--- config.mk ---
export PLATFORM = sky130hd
export DESIGN_NAME = panel_iface
export DESIGN_NICKNAME = d
export VERILOG_FILES = /design/src/rtl/panel_pkg.sv /design/src/rtl/hex_seg.sv /design/src/rtl/panel_iface.sv
export SDC_FILE = /design/constraint.sdc
export NUM_CORES = 1
export LEC_CHECK = 0
export CAP_MARGIN = 10
export CORE_UTILIZATION = 45
export CTS_CLUSTER_SIZE = 28
export DETAILED_ROUTE_END_ITERATION = 10
export PLACE_DENSITY = 0.79
export SLEW_MARGIN = 25
export SYNTH_ARGS = -nofsm -noshare
export SYNTH_HDL_FRONTEND = slang
export SYNTH_SLANG_ARGS = --single-unit
--- constraint.sdc ---
create_clock -name clk -period 1.8 [get_ports clk]
set_input_delay 0.36 -clock clk [delete_from_list [all_inputs] [get_ports clk]]
set_output_delay 0.36 -clock clk [all_outputs]
set_load 0.005 [all_outputs]
--- src/rtl/panel_pkg.sv ---
// Shared definitions for the front-panel interface.
//   db_state_t : key debounce FSM states
//   SEG_TABLE  : active-low 7-segment codes for hex digits 0..F,
//                bit order g,f,e,d,c,b,a (bit 6 = g, bit 0 = a)
//   SEG_BLANK  : all segments off
package panel_pkg;

  typedef enum logic [1:0] {
    IDLE = 2'd0,
    PCHK = 2'd1,
    HELD = 2'd2,
    RCHK = 2'd3
  } db_state_t;

  // Index 15 is listed first so that SEG_TABLE[n] yields the code for digit n.
  localparam logic [15:0][6:0] SEG_TABLE = {
    7'h0E, 7'h06, 7'h21, 7'h46,   // F E d C
    7'h03, 7'h08, 7'h10, 7'h00,   // b A 9 8
    7'h78, 7'h02, 7'h12, 7'h19,   // 7 6 5 4
    7'h30, 7'h24, 7'h79, 7'h40    // 3 2 1 0
  };

  localparam logic [6:0] SEG_BLANK = 7'h7F;

endpackage

--- src/rtl/hex_seg.sv ---
// Single hex-digit to 7-segment decoder (active-low segments).
//   nib : 4-bit digit value
//   seg : segments g,f,e,d,c,b,a (low = lit)
module hex_seg
  import panel_pkg::*;
(
  input  logic [3:0] nib,
  output logic [6:0] seg
);

  assign seg = SEG_TABLE[nib];

endmodule

--- src/rtl/panel_iface.sv ---
// Front-panel interface: debounced push button, switch-entered data and
// control words, LED mirror and multi-digit hex display.
//   clk      : sole clock, rising edge
//   rst_n    : asynchronous active-low reset
//   key_n    : raw push button (low = pressed), asynchronous
//   sw       : raw switches, sw[CTRL_W] selects data (1) or control (0) entry,
//              sw[CTRL_W-1] chooses shift (1) or replace (0) data entry
//   disp_val : value shown on the hex digits
//   step     : one-cycle pulse per debounced press
//   data_out : entered data word
//   ctrl_out : latched control word
//   led      : ctrl_out when sel=1, low bits of data_out when sel=0
//   hex      : active-low segments, digit i at [7i+6:7i]
// Build option: define PANEL_BLANK_EN to blank leading-zero digits.
module panel_iface
  import panel_pkg::*;
#(
  parameter int DATA_W    = 16,
  parameter int CTRL_W    = 9,
  parameter int DIGITS    = 4,
  parameter int DB_CYCLES = 1000000
) (
  input  logic                  clk,
  input  logic                  rst_n,
  input  logic                  key_n,
  input  logic [CTRL_W:0]       sw,
  input  logic [DATA_W-1:0]     disp_val,
  output logic                  step,
  output logic [DATA_W-1:0]     data_out,
  output logic [CTRL_W-1:0]     ctrl_out,
  output logic [CTRL_W-1:0]     led,
  output logic [7*DIGITS-1:0]   hex
);

  localparam int              CNT_W   = $clog2(DB_CYCLES);
  localparam logic [CNT_W-1:0] CNT_MAX = CNT_W'(DB_CYCLES - 1);

  logic              key_p0, key_p1;
  logic [CTRL_W:0]   sw_p0, sw_p1;
  db_state_t         state;
  logic [CNT_W-1:0]  cnt;
  logic              sel;

  // Stage p0/p1: two-flop synchronisers; key idles released (1), switches 0
  always_ff @(posedge clk or negedge rst_n) begin
    if (!rst_n) begin
      key_p0 <= 1'b1;
      key_p1 <= 1'b1;
      sw_p0  <= '0;
      sw_p1  <= '0;
    end else begin
      key_p0 <= key_n;
      key_p1 <= key_p0;
      sw_p0  <= sw;
      sw_p1  <= sw_p0;
    end
  end

  assign sel = sw_p1[CTRL_W];

  // Debounce FSM: a level must be stable for DB_CYCLES samples to be accepted
  always_ff @(posedge clk or negedge rst_n) begin
    if (!rst_n) begin
      state <= IDLE;
      cnt   <= '0;
      step  <= 1'b0;
    end else begin
      step <= 1'b0;
      case (state)
        IDLE: begin
          if (!key_p1) begin
            state <= PCHK;
            cnt   <= '0;
          end
        end
        PCHK: begin
          if (key_p1) begin
            state <= IDLE;
          end else if (cnt == CNT_MAX) begin
            state <= HELD;
            step  <= 1'b1;
          end else begin
            cnt <= cnt + 1'b1;
          end
        end
        HELD: begin
          if (key_p1) begin
            state <= RCHK;
            cnt   <= '0;
          end
        end
        RCHK: begin
          if (!key_p1) begin
            state <= HELD;
          end else if (cnt == CNT_MAX) begin
            state <= IDLE;
          end else begin
            cnt <= cnt + 1'b1;
          end
        end
        default: state <= IDLE;
      endcase
    end
  end

  // Entry registers: update the cycle after step, from switches synced in the step cycle
  always_ff @(posedge clk or negedge rst_n) begin
    if (!rst_n) begin
      data_out <= '0;
      ctrl_out <= '0;
    end else if (step) begin
      if (sel) begin
        if (sw_p1[CTRL_W-1])
          data_out <= {data_out[DATA_W-9:0], sw_p1[7:0]};
        else
          data_out <= {{(DATA_W-8){1'b0}}, sw_p1[7:0]};
      end else begin
        ctrl_out <= sw_p1[CTRL_W-1:0];
      end
    end
  end

  assign led = sel ? ctrl_out : {1'b0, data_out[CTRL_W-2:0]};

  logic [7*DIGITS-1:0] seg_raw;

  for (genvar g = 0; g < DIGITS; g++) begin : g_digit
    hex_seg u_seg (
      .nib (disp_val[4*g +: 4]),
      .seg (seg_raw[7*g +: 7])
    );
  end

`ifdef PANEL_BLANK_EN
  logic lead_zero;

  // Walk down from the top digit; blank while every digit so far is zero.
  // Digit 0 is never blanked.
  always_comb begin
    hex       = seg_raw;
    lead_zero = 1'b1;
    for (int i = DIGITS - 1; i > 0; i--) begin
      lead_zero = lead_zero & (disp_val[4*i +: 4] == 4'd0);
      if (lead_zero)
        hex[7*i +: 7] = SEG_BLANK;
    end
  end
`else
  assign hex = seg_raw;
`endif

endmodule

==> results.yml, run 1 <==
min_path:
  hold_class: "register to register"
  hp-start: "sw_p0[0]$_DFF_PN0_"
logic_synthesis:
  synth_nets: 428
  ys_ff_latch: 70
  ys.flop_type: "dfrtp_1"
  netlist_area_sq_um: 3900
  synth.area.top_cells: "dfrtp_1, mux2_2, ha_1"
  async_flop_share_pct: 100
  yosysUniqueCellTypes: 47
  synth_area_per_cell_sq_um: 10.4
  synthCells: 374
  yosys_warnings: 0
  yosysTopAreaCellShare_pct: 43.7
  ys_seq_area_share_pct: 45.0
  synth_top_area_cell: "dfrtp_1"
  synth_edf_count: 0
sta:
  setup_viol: 6
  timing.fmax_mhz: 542
  worst_slack_ns: -0.0442
  final.setup.tns_ns: -0.135
  min_period_ns: 1.84
  tightest_slew_ns: 0.495
  fin_crit_sh_pct: 102
  skew_ns: 0.0121
  rsz0062_at_grt: "true"
  hold_viol: 0
  slew_violations: 0
  hold_ws_ns: 0.337
  max_slew_margin_pct: 67.0
worst_setup_path:
  critPathMaxFanout: 6
  end_kind: "register"
  startpoint: "cnt[0]$_DFFE_PN0P_"
  crit_slowest_cell: "or4_1"
  path_cells: "ha_1 -> and3_1 -> nand4_1 -> buf_4 -> or4_1 -> a21oi_1"
  max_stage_delay_ns: 0.39
  worstPathArrival_ns: 2.12
  r2r-start: "cnt[0]$_DFFE_PN0P_"
  worstSetupPathType: "register to register"
  worstPathRequired_ns: 2.08
  crit_buf_inv: 1
  critPathLaunchType: "register"
  path_delay_family: "simple AND/OR/NAND/NOR gates"
placement:
  dp_cells: 616
  io_buffers: 91
  dpl_cell_area_sq_um: 5390
  place.gp.congestion: 0.857
  dp_worst_setup_slack_ns: -0.826
  hpwl_mm: 7.08
cells_and_area:
  syn_to_final_growth_pct: 54.0
  fillers: 570
  layout.area.seq_sq_um: 1760
  finalNonFillerCells: 651
  multi_input_area_sq_um: 2240
  layout_commonest_cell: "dfrtp_1"
  nNetsFinal: 595
  fin_util_pct: 72.3
  drive_above_1_share_pct: 39.9
  final_cell_mix: "dfrtp_1, buf_4, nand2_1"
  design_area_sq_um: 6000
  n_antenna_cell: 0
drt:
  drt_wl_total_mm: 10.5
  detail-route-antenna-nets: 0
  first_iter_violations: 160
  drc: 0
  dr.pass1.iters: 4
  wl_per_cell_microns: 16.2
  viasPerCell: 5.44
  num_vias: 3542
cts:
  clkTransAtPathRegs_ns: 0.08
  cts_buffer_depth: 2
  cts_buffers: 9
  clk_latency_ns: 0.36
  htree_levels: 3
  cts.sinks: 70
  root_buffer: "clkbuf_8"
  cts_tree: "done"
global_routing:
  use_met1_pct: 29.0
  overflow: 0
  grt_pass1_wl_mm: 16.4
  grt-busiest-layer: "met2"
  grt_util_met3_pct: 4.23
  grt_max_degree: 30
  use_met2_pct: 43.0
  grt_pass1_vias: 3498
  track_usage_pct: 24.2
  antenna_found_initial: 0
power:
  ir_worst_vdd_mv: 0.690
  p_per_area_nw_per_um2: 592
  power.leakage_nw: 2.77
  p_total_mw: 3.55
floorplan:
  core_area_sq_um: 8300
  rows: 33
  initial_utilization_pct: 46.9
  die_h_microns: 95.1
  io_pins: 92
  die_x_microns: 95.1
  die_area_sq_um: 9030
run_status:
  status: "finished, violations left"
  violations: "negative setup slack"
job:
  drv_cap: 0
[routing by layer]
metal	part of all wire (%)	up-vias	wire, microns
met4	2.0	0	212
met2	54	91	5640
met1	41	1749	4300
met3	3.6	20	377
li1	-	1682	-
met5	0	-	0
[registers in the layout, indices dropped and copies added (netlist names), named ones only]
register and flops:
sw_p0 10, sw_p1 10, step 1, ctrl_out 9, key_p0 1, cnt 20, key_p1 1, state 1
data_out 16
[final timing paths]
check	end	slack [ns]	cells past startpoint
setup / recovery	cnt[12]$_DFFE_PN0P_	-0.04	6
hold / removal	sw_p1[0]$_DFF_PN0_	0.34	0
setup reg to reg	cnt[12]$_DFFE_PN0P_	-0.04	6
hold reg to reg	sw_p1[0]$_DFF_PN0_	0.34	0
max in group asynchronous	key_p1$_DFF_PN1_	0.71	3
min in group asynchronous	ctrl_out[7]$_DFFE_PN0P_	0.50	2
[worst register-to-register path, stage by stage (launching register included)]
cell and delay, ns:
dfrtp_1 0.37, ha_1 0.17, and3_1 0.20, nand4_1 0.25, buf_4 0.23, or4_1 0.39, a21oi_1 0.15
[cell families after synthesis]
logic type | count (synthesis) | share of synthesized area (%)
AOI/OAI and AO/OA | 67 | 11.5
muxes | 48 | 14.5
and+or+nand+nor | 125 | 16.7
DFF | 70 | 45.0
adders and majority gates | 25 | 8.03
xor gates and xnor gates | 2 | 0.642
buffers and inverters | 37 | 3.63
[report_power, final]
part | leakage [nW] | internal [mW] | total (mW) | switching, mW
clock network | 0.0995 | 0.680 | 1.27 | 0.595
registers | 0.919 | 1.61 | 1.63 | 0.0224
logic | 1.75 | 0.353 | 0.648 | 0.295
[area by class of cell]
| type | instances | share of cell area, % |
|---|---|---|
| well taps | 105 | 2.19 |
| inverters | 18 | 1.63 |
| clock inverters | 5 | 1.00 |
| multi-input cells | 267 | 37.3 |
| repair buffers | 175 | 26.3 |
| clock buffers | 11 | 2.36 |
| flip-flops and latches | 70 | 29.2 |
[timing repair]
action / CTS / global route
setup endpoints to repair: 41 / 29
hold buffers: 1 / 0
endpoints found under the hold margin: 17 / 0
pin swaps: 10 / 2
resized for setup: 204 / 52
buffers inserted: 16 / 2
[cell usage after synthesis, types with 2 or more instances]
| library cell | count |
|---|---|
| inv_1 | 18 |
| or3b_2 | 3 |
| dfrtp_1 | 68 |
| or2_2 | 4 |
| a221o_1 | 2 |
| a21oi_1 | 8 |
| o21a_1 | 2 |
| dfstp_2 | 2 |
| mux4_2 | 4 |
| buf_1 | 4 |
| nor3_1 | 8 |
| a22o_1 | 6 |
| nand2b_1 | 4 |
| a32o_1 | 4 |
| a41oi_1 | 2 |
| or4_2 | 2 |
| ha_1 | 25 |
| nand4_1 | 7 |
| a211oi_1 | 4 |
| or4_1 | 4 |
| nor4_1 | 2 |
| o31ai_1 | 4 |
| and4_1 | 4 |
| and3_1 | 3 |
| clkbuf_1 | 13 |
| nand3_1 | 8 |
| nor2_1 | 22 |
| nand2_1 | 42 |
| mux2i_1 | 15 |
| mux2_2 | 29 |
| nor2b_1 | 5 |
| a31oi_1 | 4 |
| o22ai_1 | 5 |
| clkbuf_2 | 2 |
| o21ai_0 | 22 |
| and2_1 | 2 |
No activity file was read; power rests on OpenSTA's default activity.
==> run 2: changes to the inputs <==
--- a/config.mk
+++ b/config.mk
@@ -6,9 +6,11 @@
 export NUM_CORES = 1
 export LEC_CHECK = 0
 export CAP_MARGIN = 10
+export CORE_MARGIN = 2
 export CORE_UTILIZATION = 45
 export CTS_CLUSTER_SIZE = 28
 export DETAILED_ROUTE_END_ITERATION = 10
+export HOLD_SLACK_MARGIN = 0.08
 export PLACE_DENSITY = 0.79
 export SLEW_MARGIN = 25
 export SYNTH_ARGS = -nofsm -noshare
==> results.yml, run 2 (synthesized netlist as in run 1, its figures left out) <==
drt:
  viasPerCell: 5.42
  num_vias: 3540
  drt_wl_total_mm: 10.8
  detail-route-antenna-nets: 0
  first_iter_violations: 246
  wl_per_cell_microns: 16.5
  drc: 0
  dr.pass1.iters: 4
worst_setup_path:
  max_stage_delay_ns: 0.61
  crit_buf_inv: 0
  crit_end: "cnt[14]$_DFFE_PN0P_"
  startpoint: "key_p1$_DFF_PN1_"
  r2r-start: "key_p1$_DFF_PN1_"
  crit_slowest_cell: "or4_2"
  critPathLaunchType: "register"
  path_delay_family: "simple AND/OR/NAND/NOR gates"
  worstSetupPathType: "register to register"
  path_cells: "xnor2_2 -> nand4_1 -> or4_2 -> a21oi_1"
  end_kind: "register"
  crit_cells: 4
  reg2reg_to: "cnt[14]$_DFFE_PN0P_"
  worstPathArrival_ns: 2.09
  reg2regPathDepth: 4
  critPathMaxFanout: 6
  r2r_slack_ns: -0.02
  worstPathRequired_ns: 2.07
cts:
  cts_tree: "done"
  clk_latency_ns: 0.35
  root_buffer: "clkbuf_8"
  htree_levels: 3
  clkTransAtPathRegs_ns: 0.08
  cts_buffer_depth: 2
  cts_buffers: 9
  cts.sinks: 70
min_path:
  min_path_cells: 0
  hold_class: "register to register"
sta:
  rsz0062_at_grt: "true"
  min_period_ns: 1.82
  slew_violations: 0
  hold_viol: 0
  max_slew_margin_pct: 66.6
  setup_viol: 2
  worst_slack_ns: -0.0176
  timing.fmax_mhz: 550
  skew_ns: 0.00682
  tightest_slew_ns: 0.499
  fin_crit_sh_pct: 101
cells_and_area:
  fillers: 538
  final_cell_mix: "dfrtp_1, buf_4, nand2_1"
  largest_reg_flops: 20
  top_register: "cnt"
  layout.area.seq_sq_um: 1760
  drive_above_1_share_pct: 41.2
  nNetsFinal: 597
  syn_to_final_growth_pct: 56.2
  design_area_sq_um: 6090
  top_regs: "cnt: 20 flops, data_out: 16 flops"
  multi_input_area_sq_um: 2320
  layout_commonest_cell: "dfrtp_1"
  n_antenna_cell: 0
  fin_util_pct: 73.3
job:
  drv_cap: 0
floorplan:
  die_x_microns: 97.1
  core_area_sq_um: 8300
  die_area_sq_um: 9420
  initial_utilization_pct: 46.9
  io_pins: 92
  rows: 33
  die_h_microns: 97.1
power:
  seqPwrFrac_pct: 44.1
  pwr-share-comb_pct: 17.6
  sw_frac_of_total_pct: 25.6
  power.leakage_nw: 2.79
  pwr-share-clk_pct: 38.3
  ir_worst_vdd_mv: 0.633
  p_total_mw: 3.69
  p_per_area_nw_per_um2: 606
  p_int_mw: 2.75
  power.net_switching_mw: 0.943
global_routing:
  antenna_found_initial: 0
  track_usage_pct: 21.9
  overflow: 0
  grt_pass1_vias: 3517
  grt_pass1_wl_mm: 16.8
  grt_max_degree: 33
placement:
  io_buffers: 91
  place.gp.congestion: 0.915
  hpwl_mm: 6.90
  dp_worst_setup_slack_ns: -0.817
  dpl_cell_area_sq_um: 5400
run_status:
  violations: "negative setup slack"
  status: "finished, violations left"
-- run 2: changes by cell type in the layout (fill, tap and decap cells not counted), moves of 3 or more --
cell	delta
clkbuf_2	-6
clkdlybuf4s15_1	+3
buf_2	+8
clkdlybuf4s15_2	-3
-- run 2: per-stage QoR --
step | setup TNS [ns] | hold slack, ns | instances
6_report | -0.0339 | 0.351 | 653
5_1_grt | -0.318 | 0.355 | 653
3_3_place_gp | -17.14 | 0.239 | 618
2_1_floorplan | 0 | 0.0644 | 374
3_5_place_dp | -18.34 | 0.240 | 618
4_1_cts | 0 | 0.353 | 651
-- run 2: layer usage --
metal	vias to the layer above	track usage [%]	wire [microns]	share of wire, %
li1	1702	-	-	-
met1	1723	25.7	4270	40
met2	92	39.3	5840	54
met3	23	3.17	376	3.5
met4	0	10.3	284	2.6
met5	-	0	0	0
-- run 2: how the worst min path moves through the flow --
stage                       start                          to  slack, ns
3_3_place_gp                rst_n          sw_p1[8]$_DFF_PN0_       0.24
6_report       sw_p0[7]$_DFF_PN0_          sw_p1[7]$_DFF_PN0_       0.35
2_1_floorplan               rst_n  asynchronous set/reset pin       0.06
3_5_place_dp                rst_n          sw_p1[8]$_DFF_PN0_       0.24
4_1_cts        sw_p0[7]$_DFF_PN0_          sw_p1[7]$_DFF_PN0_       0.35
5_1_grt        sw_p0[3]$_DFF_PN0_          sw_p1[3]$_DFF_PN0_       0.35
-- run 2: power groups by stage --
stage | combinational, mW | clock (mW) | sequential [mW]
floorplan | 0.218 | 0 | 1.66
global placement | 0.550 | 0 | 1.66
detailed placement | 0.565 | 0 | 1.66
CTS | 0.596 | 1.43 | 1.63
global route | 0.706 | 1.52 | 1.63
finish | 0.650 | 1.41 | 1.63
-- run 2: cell type report --
type / count / area share [%]
timing repair buffer: 177 / 25.7
clock inverter: 7 / 1.58
multi-input combinational: 267 / 38.2
clock buffer: 9 / 2.04
sequential: 70 / 28.8
tap: 105 / 2.16
inverter: 18 / 1.52
-- run 2: timing repair --
action / in CTS / in global routing
gates cloned: 1 / 0
resized for setup: 202 / 58
endpoints found under the setup margin: 46 / 43
buffers inserted: 15 / 2
hold endpoints to repair: 7 / 0
hold buffers: 1 / 0
pin swaps: 6 / 7
